[src/rtl/fan_pkg.sv]
// Shared definitions for the FAN sequencing controller: default widths,
// lane control bit positions, control constants and FSM encoding.
package fan_pkg;

  localparam int DEF_DW_DATA = 8;
  localparam int DEF_DW_ROW  = 4;
  localparam int DEF_DW_CTRL = 4;

  localparam int CTRL_PEND  = 3;
  localparam int CTRL_DONE  = 2;
  localparam int CTRL_LAST  = 1;
  localparam int CTRL_FIRST = 0;

  localparam logic [3:0] CTRL_SINGLE = 4'b0111;
  localparam logic [3:0] CTRL_IDLE   = 4'b0000;

  typedef enum logic [1:0] {
    ST_RUN   = 2'd0,
    ST_DRAIN = 2'd1,
    ST_DONE  = 2'd2
  } fan_state_t;

  // Lane control word from the lane's valid flag and its segment boundaries.
  // A singleton segment needs no reduction, so it is marked complete at issue.
  function automatic logic [3:0] lane_ctrl(input logic valid, input logic first, input logic last);
    logic [3:0] c;
    c = CTRL_IDLE;
    if (!valid) begin
      c = CTRL_IDLE;
    end else if (first && last) begin
      c = CTRL_SINGLE;
    end else begin
      c             = CTRL_IDLE;
      c[CTRL_PEND]  = 1'b1;
      c[CTRL_LAST]  = last;
      c[CTRL_FIRST] = first;
    end
    return c;
  endfunction

endpackage

[src/rtl/fan_seg_mark.sv]
// Combinational segment marker: for one beat, finds runs of adjacent valid
// lanes sharing a row index and builds the {ctrl, row, data} lane words.
// Invalid lanes produce an all-zero word.
module fan_seg_mark
  import fan_pkg::*;
#(
  parameter int DW_DATA = DEF_DW_DATA,
  parameter int DW_ROW  = DEF_DW_ROW,
  parameter int DW_CTRL = DEF_DW_CTRL,
  parameter int DW_LINE = DW_DATA + DW_ROW + DW_CTRL,
  parameter int NUM_IN  = 8
) (
  input  logic [NUM_IN-1:0]         lane_valid,
  input  logic [NUM_IN*DW_ROW-1:0]  row,
  input  logic [NUM_IN*DW_DATA-1:0] data,
  output logic [NUM_IN*DW_LINE-1:0] lane_word
);

  for (genvar i = 0; i < NUM_IN; i++) begin : g_lane
    logic               brk_prev_s;
    logic               brk_next_s;
    logic               first_s;
    logic               last_s;
    logic [DW_CTRL-1:0] ctrl_s;
    logic [DW_ROW-1:0]  row_s;

    assign row_s = row[i*DW_ROW +: DW_ROW];

    // A segment starts at lane 0 or after an invalid lane / row change.
    if (i == 0) begin : g_head
      assign brk_prev_s = 1'b1;
    end else begin : g_prev
      assign brk_prev_s = !lane_valid[i-1] || (row[(i-1)*DW_ROW +: DW_ROW] != row_s);
    end

    // A segment ends at the top lane or before an invalid lane / row change.
    if (i == NUM_IN - 1) begin : g_tail
      assign brk_next_s = 1'b1;
    end else begin : g_next
      assign brk_next_s = !lane_valid[i+1] || (row[(i+1)*DW_ROW +: DW_ROW] != row_s);
    end

    assign first_s = lane_valid[i] & brk_prev_s;
    assign last_s  = lane_valid[i] & brk_next_s;
    assign ctrl_s  = lane_ctrl(lane_valid[i], first_s, last_s);

    assign lane_word[i*DW_LINE +: DW_LINE] = lane_valid[i]
                                           ? {ctrl_s, row_s, data[i*DW_DATA +: DW_DATA]}
                                           : {DW_LINE{1'b0}};
  end

endmodule

[src/rtl/fan_ctrl_sched.sv]
// FAN sequencing controller: marks segments, issues beats into a fixed-latency
// FAN pipeline, tags the real beats in a delay line and captures tagged FAN
// results into an output FIFO. Admission is credit based so the FAN never has
// to stall; a flush handshake drains the pipeline and FIFO.
module fan_ctrl_sched
  import fan_pkg::*;
#(
  parameter int DW_DATA    = DEF_DW_DATA,
  parameter int DW_ROW     = DEF_DW_ROW,
  parameter int DW_CTRL    = DEF_DW_CTRL,
  parameter int DW_LINE    = DW_DATA + DW_ROW + DW_CTRL,
  parameter int NUM_IN     = 8,
  parameter int LATENCY    = 3,
  parameter int FIFO_DEPTH = 4
) (
  input  logic                      clk,
  input  logic                      rst,
  input  logic                      in_valid,
  output logic                      in_ready,
  input  logic [NUM_IN-1:0]         in_lane_valid,
  input  logic [NUM_IN*DW_ROW-1:0]  in_row,
  input  logic [NUM_IN*DW_DATA-1:0] in_data,
  output logic [NUM_IN*DW_LINE-1:0] fan_in,
  input  logic [NUM_IN*DW_LINE-1:0] fan_out,
  output logic                      out_valid,
  input  logic                      out_ready,
  output logic [NUM_IN*DW_LINE-1:0] out_line,
  output logic [NUM_IN-1:0]         out_mask,
  input  logic                      flush,
  output logic                      flush_done,
  output logic                      busy
);

  localparam int W_BEAT = NUM_IN * DW_LINE;
  localparam int CNT_W  = $clog2(FIFO_DEPTH + 1);
  localparam int PTR_W  = (FIFO_DEPTH > 1) ? $clog2(FIFO_DEPTH) : 1;
  // Wide enough to hold inflight + fifo_count without wrapping.
  localparam int SUM_W  = $clog2(LATENCY + FIFO_DEPTH + 2);

  fan_state_t          state_r;
  logic                flush_done_r;
  logic [W_BEAT-1:0]   fan_in_r;
  logic [LATENCY:0]    tag_r;
  logic [W_BEAT-1:0]   mem_r [FIFO_DEPTH];
  logic [PTR_W-1:0]    wr_ptr_r;
  logic [PTR_W-1:0]    rd_ptr_r;
  logic [CNT_W-1:0]    count_r;
  logic                out_valid_r;
  logic [W_BEAT-1:0]   out_line_r;
  logic [NUM_IN-1:0]   out_mask_r;

  logic [W_BEAT-1:0]   seg_word_s;
  logic [SUM_W-1:0]    inflight_s;
  logic                credit_ok_s;
  logic                accept_s;
  logic                push_s;
  logic                pop_s;
  logic [CNT_W-1:0]    count_nx_s;
  logic [CNT_W-1:0]    remain_s;
  logic [PTR_W-1:0]    rd_ptr_nx_s;
  logic [W_BEAT-1:0]   head_nx_s;
  logic [NUM_IN-1:0]   mask_nx_s;

  // Circular pointer advance for a FIFO depth that need not be a power of two.
  function automatic logic [PTR_W-1:0] ptr_inc(input logic [PTR_W-1:0] p);
    if (p == PTR_W'(FIFO_DEPTH - 1)) begin
      return '0;
    end else begin
      return p + 1'b1;
    end
  endfunction

  fan_seg_mark #(
    .DW_DATA (DW_DATA),
    .DW_ROW  (DW_ROW),
    .DW_CTRL (DW_CTRL),
    .DW_LINE (DW_LINE),
    .NUM_IN  (NUM_IN)
  ) u_seg_mark (
    .lane_valid (in_lane_valid),
    .row        (in_row),
    .data       (in_data),
    .lane_word  (seg_word_s)
  );

  // Count beats still travelling through the FAN (set tags in the delay line).
  always_comb begin
    inflight_s = '0;
    for (int k = 0; k <= LATENCY; k++) begin
      inflight_s = inflight_s + SUM_W'(tag_r[k]);
    end
  end

  // Every beat admitted must already own a FIFO slot when it leaves the FAN.
  assign credit_ok_s = (inflight_s + SUM_W'(count_r)) < SUM_W'(FIFO_DEPTH);
  assign in_ready    = (state_r == ST_RUN) && credit_ok_s;
  assign accept_s    = in_valid && in_ready;
  assign pop_s       = out_valid_r && out_ready;
  assign push_s      = tag_r[LATENCY] && ((count_r != CNT_W'(FIFO_DEPTH)) || pop_s);

  // FIFO next-state: occupancy, read pointer and the head word seen after the edge.
  always_comb begin
    count_nx_s  = count_r;
    rd_ptr_nx_s = rd_ptr_r;
    remain_s    = count_r;
    head_nx_s   = '0;
    mask_nx_s   = '0;
    if (push_s && !pop_s) begin
      count_nx_s = count_r + 1'b1;
    end else if (!push_s && pop_s) begin
      count_nx_s = count_r - 1'b1;
    end else begin
      count_nx_s = count_r;
    end
    if (pop_s) begin
      rd_ptr_nx_s = ptr_inc(rd_ptr_r);
      remain_s    = count_r - 1'b1;
    end else begin
      rd_ptr_nx_s = rd_ptr_r;
      remain_s    = count_r;
    end
    // When nothing older remains, the incoming word becomes the head directly.
    if (remain_s != '0) begin
      head_nx_s = mem_r[rd_ptr_nx_s];
    end else if (push_s) begin
      head_nx_s = fan_out;
    end else begin
      head_nx_s = '0;
    end
    for (int k = 0; k < NUM_IN; k++) begin
      mask_nx_s[k] = head_nx_s[k*DW_LINE + DW_DATA + DW_ROW + CTRL_DONE];
    end
  end

  // Issue register: accepted beat goes to the FAN, otherwise feed zeros.
  always_ff @(posedge clk or posedge rst) begin
    if (rst) begin
      fan_in_r <= '0;
    end else if (accept_s) begin
      fan_in_r <= seg_word_s;
    end else begin
      fan_in_r <= '0;
    end
  end

  // Delay line tagging which FAN output cycles carry a real beat.
  always_ff @(posedge clk or posedge rst) begin
    if (rst) begin
      tag_r <= '0;
    end else begin
      tag_r <= {tag_r[LATENCY-1:0], accept_s};
    end
  end

  // Output FIFO storage, pointers and registered head outputs.
  always_ff @(posedge clk or posedge rst) begin
    if (rst) begin
      for (int k = 0; k < FIFO_DEPTH; k++) begin
        mem_r[k] <= '0;
      end
      wr_ptr_r    <= '0;
      rd_ptr_r    <= '0;
      count_r     <= '0;
      out_valid_r <= 1'b0;
      out_line_r  <= '0;
      out_mask_r  <= '0;
    end else begin
      if (push_s) begin
        mem_r[wr_ptr_r] <= fan_out;
        wr_ptr_r        <= ptr_inc(wr_ptr_r);
      end
      rd_ptr_r    <= rd_ptr_nx_s;
      count_r     <= count_nx_s;
      out_valid_r <= (count_nx_s != '0);
      out_line_r  <= head_nx_s;
      out_mask_r  <= mask_nx_s;
    end
  end

  // Flush FSM: RUN -> DRAIN on request, DRAIN -> DONE when empty, DONE pulses once.
  always_ff @(posedge clk or posedge rst) begin
    if (rst) begin
      state_r      <= ST_RUN;
      flush_done_r <= 1'b0;
    end else begin
      case (state_r)
        ST_RUN: begin
          flush_done_r <= 1'b0;
          if (flush) begin
            state_r <= ST_DRAIN;
          end else begin
            state_r <= ST_RUN;
          end
        end
        ST_DRAIN: begin
          if ((inflight_s == '0) && (count_r == '0)) begin
            state_r      <= ST_DONE;
            flush_done_r <= 1'b1;
          end else begin
            state_r      <= ST_DRAIN;
            flush_done_r <= 1'b0;
          end
        end
        ST_DONE: begin
          state_r      <= ST_RUN;
          flush_done_r <= 1'b0;
        end
        default: begin
          state_r      <= ST_RUN;
          flush_done_r <= 1'b0;
        end
      endcase
    end
  end

  assign fan_in     = fan_in_r;
  assign out_valid  = out_valid_r;
  assign out_line   = out_line_r;
  assign out_mask   = out_mask_r;
  assign flush_done = flush_done_r;
  assign busy       = (inflight_s != '0) || (count_r != '0);

endmodule

[config.mk]
export PLATFORM = sky130hd
export DESIGN_NAME = fan_ctrl_sched
export DESIGN_NICKNAME = d
export VERILOG_FILES = /design/src/rtl/fan_pkg.sv /design/src/rtl/fan_seg_mark.sv /design/src/rtl/fan_ctrl_sched.sv
export SDC_FILE = /design/constraint.sdc
export NUM_CORES = 1
export LEC_CHECK = 0
export CORE_MARGIN = 4
export CORE_UTILIZATION = 30
export DETAILED_ROUTE_END_ITERATION = 12
export DONT_BUFFER_PORTS = 1
export GPL_TIMING_DRIVEN = 0
export PLACE_DENSITY = 0.56
export SLEW_MARGIN = 20
export SYNTH_ARGS = -nofsm -noshare
export SYNTH_HDL_FRONTEND = slang
export SYNTH_HIERARCHICAL = 1
export SYNTH_SLANG_ARGS = --single-unit
[constraint.sdc]
create_clock -name clk -period 28.9 [get_ports clk]
set_input_delay 2.89 -clock clk [delete_from_list [all_inputs] [get_ports clk]]
set_output_delay 2.89 -clock clk [all_outputs]
set_load 0.05 [all_outputs]
# --- Word-level counts from Yosys, hierarchy flattened ---
# Index checks and enable logic that the tools add are counted.
totals:
  ff_bits: 791
  in_bits: 237
  output_inout_bits: 268
  word_cells: 145
classes:
  n_addsub: 8
  n_lt_le_gt_ge: 4
  eq_ne: 18
  mux: 36
  bitwise_logic: 16
  reduce_logical: 49
ops:
  columns: ["op", "n"]
  rows:
  - ["2-to-1 mux 128 bit", 6]
  - ["bitwise mux 512 bit", 1]
  - ["binary-select mux 128 bit (select 2 bit)", 1]
  - ["demux 128 bit (select 2 bit)", 1]
  - ["2-to-1 mux 16 bit", 8]
  - ["!= test 4 bit", 14]
  - ["2-to-1 mux 4 bit", 8]
  - ["logical AND 1 bit", 16]
  - ["logical OR 1 bit", 16]
  - ["bitwise AND 1 bit", 14]
  - ["zero test 1 bit", 10]
  - ["2-to-1 mux 3 bit", 3]
  - ["nonzero test 3 bit", 3]
  - ["2-to-1 mux 2 bit", 4]
  - ["greater-or-equal comparator 3 bit, second input constant", 2]
  - ["inverter 2 -> 3 bit", 2]
  - ["adder 2 x 1 -> 2 bit, second input constant", 2]
  - ["adder 3 x 1 -> 4 bit", 1]
  - ["adder 4 x 3 -> 4 bit", 1]
  - ["== test 2 bit, second input constant", 2]
  - ["zero test 4 bit", 1]
  - ["less-than comparator 4 x 3 -> 1 bit, second input constant", 1]
  - ["one-hot mux 2 bit (2 select lines)", 1]
  - ["nonzero test 4 bit", 1]
  - ["10 further kinds", 12]

# --- Longest topological paths before layout ---
logic_depth:
  word_depth: 8
  depth_mapped: 11

# --- By module ---
# The synthesis kept the hierarchy.
modules_own_cells:
  columns: ["module", "instances", "cells_each", "area_per_inst_um2"]
  rows:
  - ["fan_ctrl_sched", 1, 2189, 32034.5]
  - ["fan_seg_mark", 1, 184, 1214.9]

# --- Worst setup path before layout ---
# Ideal clock, no wire load.
synth_path:
  path_kind: "reg2out"
  start: "register tag_r[3]"
  end: "output in_ready"
  arrival_time_ns: 2.805
  t_required_ns: 26.010
  slack_ns: 23.205
  path_stages_with_launch: 10
  n_path_buf: 1
  cell_sequence: "dfrtp_1 -> inv_1 -> fa_1 -> inv_1 -> ha_1 -> ha_1 -> ha_1 -> or4_4 -> a311oi_4 -> buf_2"
synth_via:
  elab_chain_cells: 4
synth_lines:
  columns: ["element", "line_no", "rtl"]
  rows:
  - ["start, declared", "fan_ctrl_sched.sv:43", "logic [LATENCY:0] tag_r;"]
  - ["start signal, assigned", "fan_ctrl_sched.sv:151", "tag_r <= {tag_r[LATENCY-1:0], accept_s};"]
  - ["adder 3 x 1 -> 4 bit", "fan_ctrl_sched.sv:90", "inflight_s = inflight_s + SUM_W'(tag_r[k]);"]
  - ["adder 4 x 3 -> 4 bit", "fan_ctrl_sched.sv:95", "assign credit_ok_s = (inflight_s + SUM_W'(count_r)) < SUM_W'(FIFO_DEPTH);"]
  - ["less-than comparator 4 x 3 -> 1 bit", "fan_ctrl_sched.sv:95", null]
  - ["logical AND 1 bit", "fan_ctrl_sched.sv:96", "assign in_ready = (state_r == ST_RUN) && credit_ok_s;"]
  - ["end, declared", "fan_ctrl_sched.sv:19", "output logic in_ready,"]
# No other way between the ends.

# --- Final worst setup path ---
# Same ends and word-level chain as after synthesis.

==> impl_metrics.csv <==
group,metric,value,unit
power,switching_share,0.370,
setup_path,cp_top_family,"adder cells",
global_route,use_met2,0.303,
setup_path,crit_path_max_incr_delay,0.53,ns
global_route,overflow,0,
route,drtIter0Drc,872,
global_route,grt_usage,0.172,
setup_path,cp_common_cell,"ha_1",
clocking,numCtsBuffers,91,
clocking,cts.sinks,783,
worst_hold_path,hold_class,"reg -> reg",
route,route.detailed.drc,0,
setup_path,cp_cell_sequence,"inv_1 > fa_1 > inv_1 > ha_1 > ha_1 > ha_1 > or4_4 > a311oi_4 > buf_2",
route,dr.pass1.iters,5,
clocking,htree_levels,3,
sta,slew_headroom,0.288,
floorplan,rows,121,
floorplan,initial_core_util,0.304,
yosys,ys_seq_area_frac,0.589,
outcome,outcome,"complete, no violations",
sta,tightest_slew,1.07,ns
sta,tns,0,ns
yosys,ys_warn_count,6,
global_route,use_met3,0.0633,
yosys,syn_nets,2623,
power,p_leak,18.5,nW
route,vias,20200,
global_route,grt_busiest_layer,"met2",
power,seq_power_share,0.427,
sta,max_freq,0.147,GHz
global_route,grt_pass1_vias,22100,
layout,syn_to_final_growth,15.7,%
sta,skew,0.0273,ns
yosys,syn_inst,2373,
yosys,yosys.area.top_type,"dfrtp_1",
clocking,clock_latency,0.66,ns
clocking,cts_tree,"built",
clocking,cts.clk_slew.worst_paths,0.06,ns
layout,nets,2724,
sta,setup_viol_count_final,0,
floorplan,die_w,341,um
layout,nFillCells,10500,
global_route,grt_start_max_net_pins,108,
place,place.gp.congestion,0.873,
route,ant_nets,0,
yosys,ys.flop_type,"dfrtp_1",
clocking,hold_buffers,0,
floorplan,ios,505,
clocking,clk_path_buf_depth,3,
power,p_int,2.82,mW
global_route,grt.met1_usage,0.191,
yosys,syn_area,33200,sq um
layout,layout.cells.non_filler,4021,
sta,post-route-period-util,0.236,
route,wl_per_cell,25.3,um
layout,final_area,38500,sq um
yosys,synth_cell_types,44,
global_route,grt_pass1_wl,150,mm
global_route,antenna_found_initial,6,
place,port_buffers,0,
setup_path,cp_slowest_cell,"a311oi_4",
yosys,synth_top_cell_area_share,0.589,
setup_path,crit_type,"reg -> out",
setup_path,critPathMaxFanout,10,
setup_path,end_kind,"output port",
yosys,ys_seq_elements,783,
yosys,async_flop_share,1.00,
yosys,synthTopCellsByArea,"dfrtp_1, mux2_2, mux2i_1, o221ai_1, and3_1",
sta,finalHoldViolations,0,
clocking,cts_root_buf,"clkbuf_16",
setup_path,start_kind,"flip-flop",
yosys,synth_common_cells,"dfrtp_1, mux2_2, mux2i_1, and3_1, nand3_1",
power,power_density,116,nW/um^2
route,wl,102,mm
job,maxCapViolCount,0,
place,place_inst,3857,
floorplan,core,109000,sq um
floorplan,dieArea,116000,sq um
yosys,yosysMostFrequentCell,"dfrtp_1",
clocking,post_cts_resized,0,
sta,drv_slew,0,
place,place_hpwl,72.3,mm
power,peakVddDrop,56.1,uV
setup_path,worst-path-buf-inv,3,
sta,fin_crit,6.82,ns
power,clock_power_share,0.266,
setup_path,worst_ep_required_time,26.01,ns
clocking,cts_setup_buffers,0,
yosys,synth-edff-count,0,
power,p_comb_frac,0.308,
sta,rsz0062_at_grt,"no",
yosys,avgSynthCellArea,14.0,sq um
place,place_area,35300,sq um
floorplan,die_h,341,um
route,viasPerCell,5.03,
layout,drive_gt1_frac,0.319,
power,p_sw,1.65,mW
setup_path,arrival,3.93,ns
==> cell type report <==
type | count | area [sq um] | area share
Antenna cell | 1 | 2.50 | 0.0000651
Buffer | 191 | 1070 | 0.0278
Clock buffer | 137 | 2750 | 0.0714
Clock inverter | 26 | 392 | 0.0102
Inverter | 16 | 68.8 | 0.00179
Multi-Input combinational cell | 1383 | 12500 | 0.326
Sequential cell | 783 | 19600 | 0.509
Tap cell | 1476 | 1850 | 0.0480
Timing Repair Buffer | 8 | 220 | 0.00573
==> cells in the final DEF, fill, tap and decap left out, types with 7 or more instances in the layout <==
cell type   instances
dfrtp_1           783
mux2_2            513
mux2i_1           258
and3_1            134
nand3_1           130
o221ai_1          128
and2_1            108
buf_2              98
clkbuf_16          95
clkbuf_1           74
xor2_1             28
buf_4              25
nand2_1            24
clkbuf_8           21
inv_1              14
ha_1               12
buf_8              10
clkinv_2            8
bufinv_16           8
buf_16              8
clkinvlp_4          7
==> kinds of logic after synthesis <==
logic type / synth area share
xor gates and xnor gates: 0.00764
and+or+nand+nor: 0.0732
adders and majority gates: 0.00512
DFF: 0.589
AOI/OAI and AO/OA: 0.0394
buffers and inverters: 0.0340
muxes: 0.251
==> final timing paths <==
path | start | depth (start not counted) | slack [ns] | endpoint
setup / recovery | tag_r[3] | 9 | 22.08 | in_ready
hold / removal | tag_r[0] | 0 | 0.37 | tag_r[1]
setup reg to reg | tag_r[3] | 10 | 25.22 | fan_in[13]
hold reg to reg | tag_r[0] | 0 | 0.37 | tag_r[1]
max in group asynchronous | rst | 5 | 24.61 | mem_r[297]
min in group asynchronous | rst | 1 | 2.05 | fan_in[106]
==> state kept, by name, summed over array words and instances, names as in the netlist <==
| name | count |
|---|---|
| tag_r | 4 |
| fan_in | 128 |
| out_mask | 7 |
| out_valid | 1 |
| flush_done | 1 |
| mem_r | 512 |
| state_r | 2 |
| wr_ptr_r | 2 |
| rd_ptr_r | 2 |
| out_line | 121 |
| count_r | 3 |
==> per-stage QoR <==
stage	util	power (mW)	hold WS, ns	worst slack, ns
final	0.351	4.47	0.374	22.08
after detailed placement	0.323	3.33	0.361	22.63
after CTS	0.351	4.54	0.374	21.91
after global routing	0.351	4.71	0.392	21.86
after global placement	0.321	3.27	0.365	-3.13
after floorplan	-	2.85	0.354	4.03
==> metal layers <==
| metal | up-vias | share of wire |
|---|---|---|
| met2 | 620 | 0.50 |
| li1 | 8817 | - |
| met1 | 10700 | 0.37 |
| met4 | 0 | 0.033 |
| met5 | - | 0 |
| met3 | 150 | 0.090 |
==> power by group through the flow <==
| stage | clock (mW) | sequential (mW) | combinational (mW) |
|---|---|---|---|
| 2_1_floorplan | 0 | 1.85 | 1.00 |
| 3_3_place_gp | 0 | 1.91 | 1.36 |
| 3_5_place_dp | 0 | 1.92 | 1.41 |
| 4_1_cts | 1.23 | 1.90 | 1.41 |
| 5_1_grt | 1.27 | 1.94 | 1.49 |
| 6_report | 1.19 | 1.91 | 1.37 |
==> worst register-to-register path: cells and delay by family, from the launching register on <==
| kind | cells | cell delay (ns) |
|---|---|---|
| adder cells (fa/ha/maj) | 4 | 1.16 |
| AND/OR/NAND/NOR | 2 | 0.83 |
| flip-flops | 1 | 0.45 |
| buffers and inverters | 3 | 0.66 |
| AO/OA/AOI/OAI | 1 | 0.53 |
No activity file was read; power rests on OpenSTA's default activity.
